[src/rtl/single_wire_pkg.sv]
// Shared encodings for the single-wire initiator: command codes, FSM states,
// default slot timing and a small helper for sizing the shared counter.
package single_wire_pkg;

    localparam logic [1:0] CMD_BUS_RESET  = 2'd0;
    localparam logic [1:0] CMD_WRITE_BYTE = 2'd1;
    localparam logic [1:0] CMD_READ_BYTE  = 2'd2;
    localparam logic [1:0] CMD_RESERVED   = 2'd3;

    localparam int DEF_RESET_LOW       = 480;
    localparam int DEF_RESET_WAIT      = 480;
    localparam int DEF_PRESENCE_SAMPLE = 70;
    localparam int DEF_SLOT            = 64;
    localparam int DEF_BIT1_LOW        = 6;
    localparam int DEF_READ_SAMPLE     = 15;
    localparam int DEF_RECOVERY        = 4;

    typedef enum logic [2:0] {
        ST_IDLE,
        ST_RST_LOW,
        ST_RST_WAIT,
        ST_SLOT_LOW,
        ST_SLOT_REL,
        ST_RECOV,
        ST_DONE
    } state_t;

    function automatic int max4(input int a, input int b, input int c, input int d);
        int m;
        m = a;
        if (b > m) m = b;
        if (c > m) m = c;
        if (d > m) m = d;
        return m;
    endfunction

endpackage

[src/rtl/single_wire_initiator_sync2.sv]
// Two-flop synchronizer for the asynchronous pad input. Resets to 1, the
// value of the released (pulled-up) line, so reset never looks like a pull.
module single_wire_initiator_sync2 (
    input  logic i_clk,
    input  logic i_reset,
    input  logic i_d,
    output logic o_q
);

    logic r_meta;
    logic r_sync;

    // Double-register the pad to resolve metastability.
    always_ff @(posedge i_clk) begin
        if (i_reset) begin
            r_meta <= 1'b1;
            r_sync <= 1'b1;
        end else begin
            r_meta <= i_d;
            r_sync <= r_meta;
        end
    end

    assign o_q = r_sync;

endmodule

[src/rtl/single_wire_initiator.sv]
// Half-duplex single-wire initiator: bus reset with presence detect, byte
// write and byte read using fixed-length slots on an open-drain style line.
//
// state       | meaning
// ------------+---------------------------------------------------------
// ST_IDLE     | released, cmd_ready high, waiting for a command
// ST_RST_LOW  | bus reset, line held low for RESET_LOW cycles
// ST_RST_WAIT | line released, presence sampled at PRESENCE_SAMPLE
// ST_SLOT_LOW | low part of a bit slot (BIT1_LOW, or whole SLOT for a '0')
// ST_SLOT_REL | released rest of a slot; read bits sampled here
// ST_RECOV    | released recovery gap after every slot
// ST_DONE     | one-cycle done pulse, then back to idle
module single_wire_initiator
    import single_wire_pkg::*;
#(
    parameter int RESET_LOW       = DEF_RESET_LOW,
    parameter int RESET_WAIT      = DEF_RESET_WAIT,
    parameter int PRESENCE_SAMPLE = DEF_PRESENCE_SAMPLE,
    parameter int SLOT            = DEF_SLOT,
    parameter int BIT1_LOW        = DEF_BIT1_LOW,
    parameter int READ_SAMPLE     = DEF_READ_SAMPLE,
    parameter int RECOVERY        = DEF_RECOVERY
) (
    input  logic       i_clk,
    input  logic       i_reset,
    input  logic [1:0] i_cmd,
    input  logic       i_cmd_valid,
    output logic       o_cmd_ready,
    input  logic [7:0] i_wdata,
    output logic [7:0] o_rdata,
    output logic       o_presence,
    output logic       o_done,
    input  logic       i_din,
    output logic       o_dout,
    output logic       o_dout_en
);

    // Recovery reuses the slot counter, so it takes part in the sizing too.
    localparam int CNT_W = $clog2(max4(RESET_LOW, RESET_WAIT, SLOT, RECOVERY)) + 1;

    localparam logic [CNT_W-1:0] C_RST_LOW_END  = CNT_W'(RESET_LOW - 1);
    localparam logic [CNT_W-1:0] C_RST_WAIT_END = CNT_W'(RESET_WAIT - 1);
    localparam logic [CNT_W-1:0] C_PRESENCE     = CNT_W'(PRESENCE_SAMPLE);
    localparam logic [CNT_W-1:0] C_SLOT_END     = CNT_W'(SLOT - 1);
    localparam logic [CNT_W-1:0] C_BIT1_END     = CNT_W'(BIT1_LOW - 1);
    localparam logic [CNT_W-1:0] C_READ_SAMPLE  = CNT_W'(READ_SAMPLE);
    localparam logic [CNT_W-1:0] C_RECOV_END    = CNT_W'(RECOVERY - 1);

    if (!(BIT1_LOW >= 1 && BIT1_LOW < READ_SAMPLE && READ_SAMPLE < SLOT)) begin : g_bad_slot
        $error("single_wire_initiator: need 1 <= BIT1_LOW < READ_SAMPLE < SLOT");
    end
    if (!(PRESENCE_SAMPLE >= 1 && PRESENCE_SAMPLE < RESET_WAIT)) begin : g_bad_presence
        $error("single_wire_initiator: need 1 <= PRESENCE_SAMPLE < RESET_WAIT");
    end
    if (!(RESET_LOW >= 1 && RECOVERY >= 1)) begin : g_bad_len
        $error("single_wire_initiator: RESET_LOW and RECOVERY must be >= 1");
    end

    state_t           r_state;
    logic [CNT_W-1:0] r_cnt;
    logic [2:0]       r_bit;
    logic [1:0]       r_cmd;
    logic [7:0]       r_wshift;
    logic [7:0]       r_rshift;
    logic [7:0]       r_rdata;
    logic             r_presence;
    logic             r_done;
    logic             r_dout_en;
    logic             r_cmd_ready;
    logic             w_din_s;
    logic             w_short_low;

    single_wire_initiator_sync2 u_sync2 (
        .i_clk   (i_clk),
        .i_reset (i_reset),
        .i_d     (i_din),
        .o_q     (w_din_s)
    );

    // Read slots and written '1's release after BIT1_LOW; written '0's hold the whole slot.
    assign w_short_low = (r_cmd == CMD_READ_BYTE) || r_wshift[0];

    // Command FSM with registered line drive, handshake and result outputs.
    always_ff @(posedge i_clk) begin
        if (i_reset) begin
            r_state     <= ST_IDLE;
            r_cnt       <= '0;
            r_bit       <= '0;
            r_cmd       <= CMD_BUS_RESET;
            r_wshift    <= '0;
            r_rshift    <= '0;
            r_rdata     <= '0;
            r_presence  <= 1'b0;
            r_done      <= 1'b0;
            r_dout_en   <= 1'b0;
            r_cmd_ready <= 1'b1;
        end else begin
            r_done <= 1'b0;
            case (r_state)
                ST_IDLE: begin
                    if (i_cmd_valid && r_cmd_ready) begin
                        r_cmd       <= i_cmd;
                        r_wshift    <= i_wdata;
                        r_cnt       <= '0;
                        r_bit       <= '0;
                        r_cmd_ready <= 1'b0;
                        case (i_cmd)
                            CMD_BUS_RESET: begin
                                r_state   <= ST_RST_LOW;
                                r_dout_en <= 1'b1;
                            end
                            CMD_WRITE_BYTE, CMD_READ_BYTE: begin
                                r_state   <= ST_SLOT_LOW;
                                r_dout_en <= 1'b1;
                            end
                            default: begin
                                // Reserved: one released turnaround cycle through the
                                // last recovery step, then the done pulse.
                                r_state <= ST_RECOV;
                                r_cnt   <= C_RECOV_END;
                                r_bit   <= 3'd7;
                            end
                        endcase
                    end
                end
                ST_RST_LOW: begin
                    if (r_cnt == C_RST_LOW_END) begin
                        r_state   <= ST_RST_WAIT;
                        r_cnt     <= '0;
                        r_dout_en <= 1'b0;
                    end else begin
                        r_cnt <= r_cnt + 1'b1;
                    end
                end
                ST_RST_WAIT: begin
                    if (r_cnt == C_PRESENCE) begin
                        r_presence <= ~w_din_s;
                    end
                    if (r_cnt == C_RST_WAIT_END) begin
                        r_state <= ST_DONE;
                        r_done  <= 1'b1;
                    end else begin
                        r_cnt <= r_cnt + 1'b1;
                    end
                end
                ST_SLOT_LOW: begin
                    if (w_short_low && r_cnt == C_BIT1_END) begin
                        r_state   <= ST_SLOT_REL;
                        r_dout_en <= 1'b0;
                        r_cnt     <= r_cnt + 1'b1;
                    end else if (r_cnt == C_SLOT_END) begin
                        r_state   <= ST_RECOV;
                        r_dout_en <= 1'b0;
                        r_cnt     <= '0;
                    end else begin
                        r_cnt <= r_cnt + 1'b1;
                    end
                end
                ST_SLOT_REL: begin
                    if (r_cmd == CMD_READ_BYTE && r_cnt == C_READ_SAMPLE) begin
                        r_rshift <= {w_din_s, r_rshift[7:1]};
                    end
                    if (r_cnt == C_SLOT_END) begin
                        r_state <= ST_RECOV;
                        r_cnt   <= '0;
                    end else begin
                        r_cnt <= r_cnt + 1'b1;
                    end
                end
                ST_RECOV: begin
                    if (r_cnt == C_RECOV_END) begin
                        r_cnt <= '0;
                        if (r_bit == 3'd7) begin
                            r_state <= ST_DONE;
                            r_done  <= 1'b1;
                            if (r_cmd == CMD_READ_BYTE) begin
                                r_rdata <= r_rshift;
                            end
                        end else begin
                            r_state   <= ST_SLOT_LOW;
                            r_dout_en <= 1'b1;
                            r_bit     <= r_bit + 1'b1;
                            r_wshift  <= {1'b0, r_wshift[7:1]};
                        end
                    end else begin
                        r_cnt <= r_cnt + 1'b1;
                    end
                end
                ST_DONE: begin
                    r_state     <= ST_IDLE;
                    r_cmd_ready <= 1'b1;
                end
                default: begin
                    r_state     <= ST_IDLE;
                    r_dout_en   <= 1'b0;
                    r_cmd_ready <= 1'b1;
                end
            endcase
        end
    end

    assign o_cmd_ready = r_cmd_ready;
    assign o_rdata     = r_rdata;
    assign o_presence  = r_presence;
    assign o_done      = r_done;
    assign o_dout      = 1'b0;
    assign o_dout_en   = r_dout_en;

endmodule

[config.mk]
export PLATFORM = sky130hd
export DESIGN_NAME = single_wire_initiator
export DESIGN_NICKNAME = d
export VERILOG_FILES = /design/src/rtl/single_wire_pkg.sv /design/src/rtl/single_wire_initiator_sync2.sv /design/src/rtl/single_wire_initiator.sv
export SDC_FILE = /design/constraint.sdc
export NUM_CORES = 1
export LEC_CHECK = 0
export ABC_AREA = 0
export CAP_MARGIN = 20
export CORE_UTILIZATION = 53
export CTS_CLUSTER_DIAMETER = 100
export DETAILED_ROUTE_END_ITERATION = 6
export PLACE_DENSITY = 0.75
export SYNTH_ARGS = -nofsm -noshare
export SYNTH_HDL_FRONTEND = slang
export SYNTH_SLANG_ARGS = --single-unit
export TNS_END_PERCENT = 1
[constraint.sdc]
create_clock -name i_clk -period 2.6 [get_ports i_clk]
set_clock_uncertainty 0.05 [all_clocks]
set_input_delay 0.52 -clock i_clk [delete_from_list [all_inputs] [get_ports i_clk]]
set_output_delay 0.52 -clock i_clk [all_outputs]
set_load 0.01 [all_outputs]
# ---- Word-level counts from Yosys, hierarchy flattened
# Index checks and enable logic that the tools add are counted.
dict set report word_totals {
  register_bits 48
  output_inout_bits 13
  word_cells 103
}
dict set report classes {
  add_sub_neg 2
  eq_ne 24
  mux 40
  bitwise 3
  reduce_logical 21
}
# cell n
set op_table {}
lappend op_table {{10-bit 2-to-1 mux} 6}
lappend op_table {{10-bit case mux with 6 select lines} 1}
lappend op_table {{3-bit 2-to-1 mux} 11}
lappend op_table {{8-bit 2-to-1 mux} 3}
lappend op_table {{3-bit case mux with 6 select lines} 1}
lappend op_table {{8-bit case mux with 2 select lines} 1}
lappend op_table {{2-bit != test, second input constant} 7}
lappend op_table {{3-bit equality test, second input constant} 4}
lappend op_table {{3-bit case mux with 2 select lines} 2}
lappend op_table {{4-bit AND reduction} 3}
lappend op_table {{1-bit 2-to-1 mux} 11}
lappend op_table {{10-bit by 1-bit adder with 10-bit output, second input constant} 1}
lappend op_table {{10-bit by 2-bit equality test with 1-bit output, second input constant} 1}
lappend op_table {{10-bit by 3-bit equality test with 1-bit output, second input constant} 1}
lappend op_table {{10-bit by 4-bit equality test with 1-bit output, second input constant} 1}
lappend op_table {{10-bit by 6-bit equality test with 1-bit output, second input constant} 1}
lappend op_table {{10-bit by 7-bit equality test with 1-bit output, second input constant} 1}
lappend op_table {{10-bit by 9-bit equality test with 1-bit output, second input constant} 1}
lappend op_table {{2-bit AND reduction} 4}
lappend op_table {{7-bit AND reduction} 1}
lappend op_table {{3-bit by 2-bit equality test with 1-bit output, second input constant} 2}
lappend op_table {{6-bit nonzero test} 1}
lappend op_table {{3-bit OR reduction} 2}
lappend op_table {{1-bit case mux with 5 select lines} 1}
lappend op_table {{other kinds (16)} 22}

# ---- Logic depth before layout (Yosys ltp)
dict set report depth {
  depth_word 5
  ltp_mapped 7
  depth_no_buf 7
}

# ---- Hierarchy
# A second synthesis with hierarchy kept.
dict set report hier_totals {
  cells_unflattened 284
  hier_area_um2 2441.1
}
# mod n_inst cells_per_inst area_per_inst_um2 seq_area_each_um2
set by_module_without_submodules {}
lappend by_module_without_submodules {single_wire_initiator 1 280 2388.5 920.9}
lappend by_module_without_submodules {single_wire_initiator_sync2 1 4 52.6 40.0}

# ---- Worst setup path after synthesis
# Ideal clock, no wire load.
dict set report synth_timing {
  kind {input to register}
  startpoint {input port i_cmd_valid}
  endpoint {register r_wshift[0]}
  setup_time_ns 0.128
  arrival_ns 1.887
  t_required_ns 2.422
  path_slack_ns 0.536
  path_stages 6
  path_cell_list {a2111oi_2 > nor3_1 > o21ai_0 > buf_4 > mux2i_1 > nor2_1}
}
dict set report synth_between {
  elab_chain_len 3
}
# item line
set synth_rtl {}
lappend synth_rtl {{from (decl)} single_wire_initiator.sv:27} ;# input logic i_cmd_valid,
lappend synth_rtl {{1-bit logical AND} single_wire_initiator.sv:101} ;# if (i_cmd_valid && r_cmd_ready) begin
lappend synth_rtl {{2-bit != test (no line)} --}
lappend synth_rtl {{4-bit AND reduction (no line)} --}
lappend synth_rtl {{to (signal assigned)} single_wire_initiator.sv:103} ;# r_wshift <= i_wdata;
lappend synth_rtl {{to (signal assigned)} single_wire_initiator.sv:183} ;# r_wshift <= {1'b0, r_wshift[7:1]};
lappend synth_rtl {{to (decl)} single_wire_initiator.sv:63} ;# logic [7:0] r_wshift;
# No other way between the ends.
# A chain may end at the register's enable or synchronous reset.

# ---- Worst setup path after layout
dict set report layout_timing {
  startpoint {register r_cnt[0]}
  endpoint {register r_dout_en, in the netlist o_dout_en}
}
dict set report layout_between {
  elab_chain_len 4
}
# item line
set layout_rtl {}
lappend layout_rtl {{from (decl)} single_wire_initiator.sv:60} ;# logic [CNT_W-1:0] r_cnt;
lappend layout_rtl {{from (signal assigned)} single_wire_initiator.sv:132} ;# r_cnt <= r_cnt + 1'b1;
lappend layout_rtl {{from (signal assigned)} single_wire_initiator.sv:143} ;# r_cnt <= r_cnt + 1'b1;
lappend layout_rtl {{from (signal assigned)} single_wire_initiator.sv:150} ;# r_cnt <= r_cnt + 1'b1;
lappend layout_rtl {{10-bit by 3-bit equality test with 1-bit output} single_wire_initiator.sv:147} ;# if (w_short_low && r_cnt == C_BIT1_END) begin
lappend layout_rtl {{1-bit logical AND} single_wire_initiator.sv:147}
lappend layout_rtl {{3-bit != test (no line) or 1-bit 2-to-1 mux (tied branches)} --}
lappend layout_rtl {{7-bit AND reduction (no line) or 1-bit case mux with 5 select lines (tied branches)} --}
lappend layout_rtl {{to (signal assigned)} single_wire_initiator.sv:149} ;# r_dout_en <= 1'b0;
lappend layout_rtl {{to (signal assigned)} single_wire_initiator.sv:153} ;# r_dout_en <= 1'b0;
lappend layout_rtl {{to (signal assigned)} single_wire_initiator.sv:181} ;# r_dout_en <= 1'b1;
lappend layout_rtl {{to (decl)} single_wire_initiator.sv:68} ;# logic r_dout_en;
# Parallel ways exist; a longest one is shown, timed or not.

==> flow_summary.json <==
{
  "powerDensity_nw_per_um2": 912,
  "drtIter0Drc": 253,
  "min_period_ns": 2.30,
  "multi_input_area_sq_um": 1420,
  "cap_violations": 0,
  "place_ws_ns": 0.165,
  "syn-num-nets": 290,
  "cp-end-kind": "flop",
  "vias": 2071,
  "n_fill_cell": 392,
  "gp_congestion": 0.850,
  "cellLeakagePower_nw": 1.15,
  "setup.worst_path.class": "reg2reg",
  "dieArea_sq_um": 4990,
  "grt_pass1_wl_mm": 9.09,
  "crit_required_ns": 2.74,
  "intPower_mw": 1.69,
  "post_cts_buffers": 0,
  "ys_ff_latch": 48,
  "clockBufferDepth": 2,
  "startpoint_type": "flop",
  "path_common_cell": "o31a_1",
  "worst_slew_pin_slew_ns": 0.661,
  "cp.arrival_ns": 2.44,
  "setup_slack_ns": 0.301,
  "switchingPower_mw": 0.981,
  "grt_pass1_vias": 1913,
  "drv_slew": 0,
  "setup_viol": 0,
  "portBuffers": 25,
  "h-tree-depth": 2,
  "clock_latency_ns": 0.30,
  "worst_path_largest_cell_delay_ns": 0.44,
  "cts_tree": "built",
  "drc": 0,
  "grt.total_usage_pct": 22.7,
  "fp.coreArea_sq_um": 4440,
  "synthFlopType": "dfxtp_1",
  "syn_inst": 270,
  "p_clk_share_pct": 24.0,
  "cp_slowest_cell": "or3b_1",
  "core.rowCount": 24,
  "rsz0062_at_grt": "no",
  "worstHoldPathType": "reg2reg",
  "final_cell_mix": "dfxtp_1, nor2_1, mux2i_1, clkdlybuf4s50_1, nand2_1",
  "p_sw_share_pct": 36.7,
  "nets": 316,
  "grt-ovfl-total": 0,
  "crit_fanout": 9,
  "dp.final_hpwl_mm": 3.75,
  "yosysSeqAreaShare_pct": 38.5,
  "viasPerCell": 5.93,
  "ant_nets": 0,
  "antennaDiodeCount": 0,
  "mostFrequentLayoutCell": "dfxtp_1",
  "async_reset_ff_share_pct": 0,
  "ys_warn_count": 0,
  "drive_above_1_share_pct": 13.1,
  "grt_max_degree": 36,
  "ys_types": 58,
  "cts_buffers": 5,
  "comb_power_share_pct": 39.2,
  "antenna_found_initial": 0,
  "cts-root-buf": "clkbuf_8",
  "cts_sinks": 48,
  "finalHoldViolations": 0,
  "area_growth_pct": 17.4,
  "wl_mm": 5.26,
  "slew_headroom_pct": 55.2,
  "die_y_microns": 70.6,
  "seqCellArea_sq_um": 961,
  "final.period_utilization_pct": 88.4,
  "max_freq_mhz": 435,
  "drtPass1Iterations": 4,
  "setup_tns_ns": 0,
  "crit_path_cell_trace": "ha_1 -> or3b_1 -> nor3_4 -> o22ai_4 -> o31a_1 -> o31a_1",
  "total_power_mw": 2.67,
  "seqPwrFrac_pct": 36.8,
  "start_util_pct": 56.2,
  "hold_buffers": 0,
  "synth_edf_count": 0,
  "synth_area_sq_um": 2500,
  "die_x_microns": 70.6,
  "avgSynthCellArea_sq_um": 9.24,
  "wl_per_cell_microns": 15.1,
  "clk_pin_slew_worst_paths_ns": 0.09,
  "post_cts_resized": 0,
  "peakVddDrop_mv": 0.484,
  "ios": 27,
  "status": "completed"
}
-- kinds of logic after synthesis --
family          after synthesis  share of synthesized area (%)
simple gates                 98                           20.7
compound gates               55                           17.7
flops                        48                           38.5
mux                          32                           13.2
buf+inv                      24                           4.61
fa+ha+maj                     6                           3.01
xor+xnor                      6                           2.11
other cells                   1                          0.150
-- area by class of cell --
| type | count | area share, % |
|---|---|---|
| timing repair buffer | 33 | 10.6 |
| clock buffer | 5 | 2.35 |
| clock inverter | 3 | 2.35 |
| sequential | 48 | 32.8 |
| multi-input combinational | 198 | 48.4 |
| inverter | 10 | 1.28 |
| tap | 52 | 2.22 |
-- power by group through the flow --
stage	logic, mW	registers [mW]	clock network (mW)
4_1_cts	1.04	0.980	0.661
3_5_place_dp	1.03	0.995	0
5_1_grt	1.15	1.00	0.691
2_1_floorplan	0.820	0.943	0
6_report	1.05	0.984	0.643
3_3_place_gp	1.01	0.993	0
-- final timing paths --
path	slack, ns	startpoint	depth (start not counted)	end
worst max-delay path	0.30	r_cnt[0]	6	o_dout_en
worst min-delay path	0.37	u_sync2.r_meta	1	u_sync2.o_q
worst max register to register	0.30	r_cnt[0]	6	o_dout_en
worst min register to register	0.37	u_sync2.r_meta	1	u_sync2.o_q
-- routing by layer --
metal  global-route usage [%]  vias to the layer above  part of all wire, %
met5                        0                        -                    0
met4                     5.78                        0                  1.3
met3                     4.42                       10                  6.4
met2                     37.0                       75                   46
met1                     31.2                      959                   46
li1                         -                     1027                    -
-- registers in the layout (all words and copies together) (netlist names) --
signal / count
o_cmd_ready: 1
o_done: 1
o_dout_en: 1
o_presence: 1
o_rdata: 8
r_bit: 3
r_cmd: 2
r_cnt: 10
r_rshift: 8
r_state: 3
r_wshift: 8
u_sync2.o_q: 1
u_sync2.r_meta: 1
-- cells in the mapped netlist (all sizes together), types with 2 or more instances --
cell type | instances | area, sq um
nor2b | 4 | 25.0
buf | 8 | 55.1
ha | 6 | 75.1
or2 | 3 | 18.8
nand2 | 18 | 70.1
nand4 | 4 | 31.3
xnor2 | 5 | 43.8
nor3 | 6 | 46.3
a21o | 2 | 15.0
mux2i | 25 | 250
a211oi | 3 | 22.5
nand2b | 2 | 12.5
nor4 | 5 | 46.3
or3 | 2 | 12.5
a21oi | 10 | 53.8
dfxtp | 48 | 961
or4 | 3 | 22.5
nand3 | 7 | 40.0
and4 | 2 | 17.5
o31a | 3 | 26.3
mux2 | 7 | 78.8
or3b | 2 | 20.0
nor2 | 39 | 146
o21a | 2 | 15.0
a221oi | 4 | 41.3
clkbuf | 6 | 22.5
o21ai | 11 | 55.1
o22ai | 2 | 26.3
o31ai | 5 | 51.3
a2111oi | 4 | 41.3
inv | 10 | 37.5
-- critical path, delay by kind of cell (launching register included) --
kind,cells,cell delay [ns]
AOI/OAI and AO/OA,3,0.74
adders and majority gates,1,0.29
DFF,1,0.39
and+or+nand+nor,2,0.72
-- metrics by stage --
stage / instances / cell area (sq um) / hold slack (ns) / util, %
2_1_floorplan: 270 / 2500 / 0.339 / -
3_3_place_gp: 341 / 2790 / 0.345 / 62.9
3_5_place_dp: 341 / 2790 / 0.344 / 62.9
4_1_cts: 349 / 2930 / 0.367 / 66.0
5_1_grt: 349 / 2930 / 0.372 / 66.0
6_report: 349 / 2930 / 0.366 / 66.0
Power figures use the tool's default switching activity.
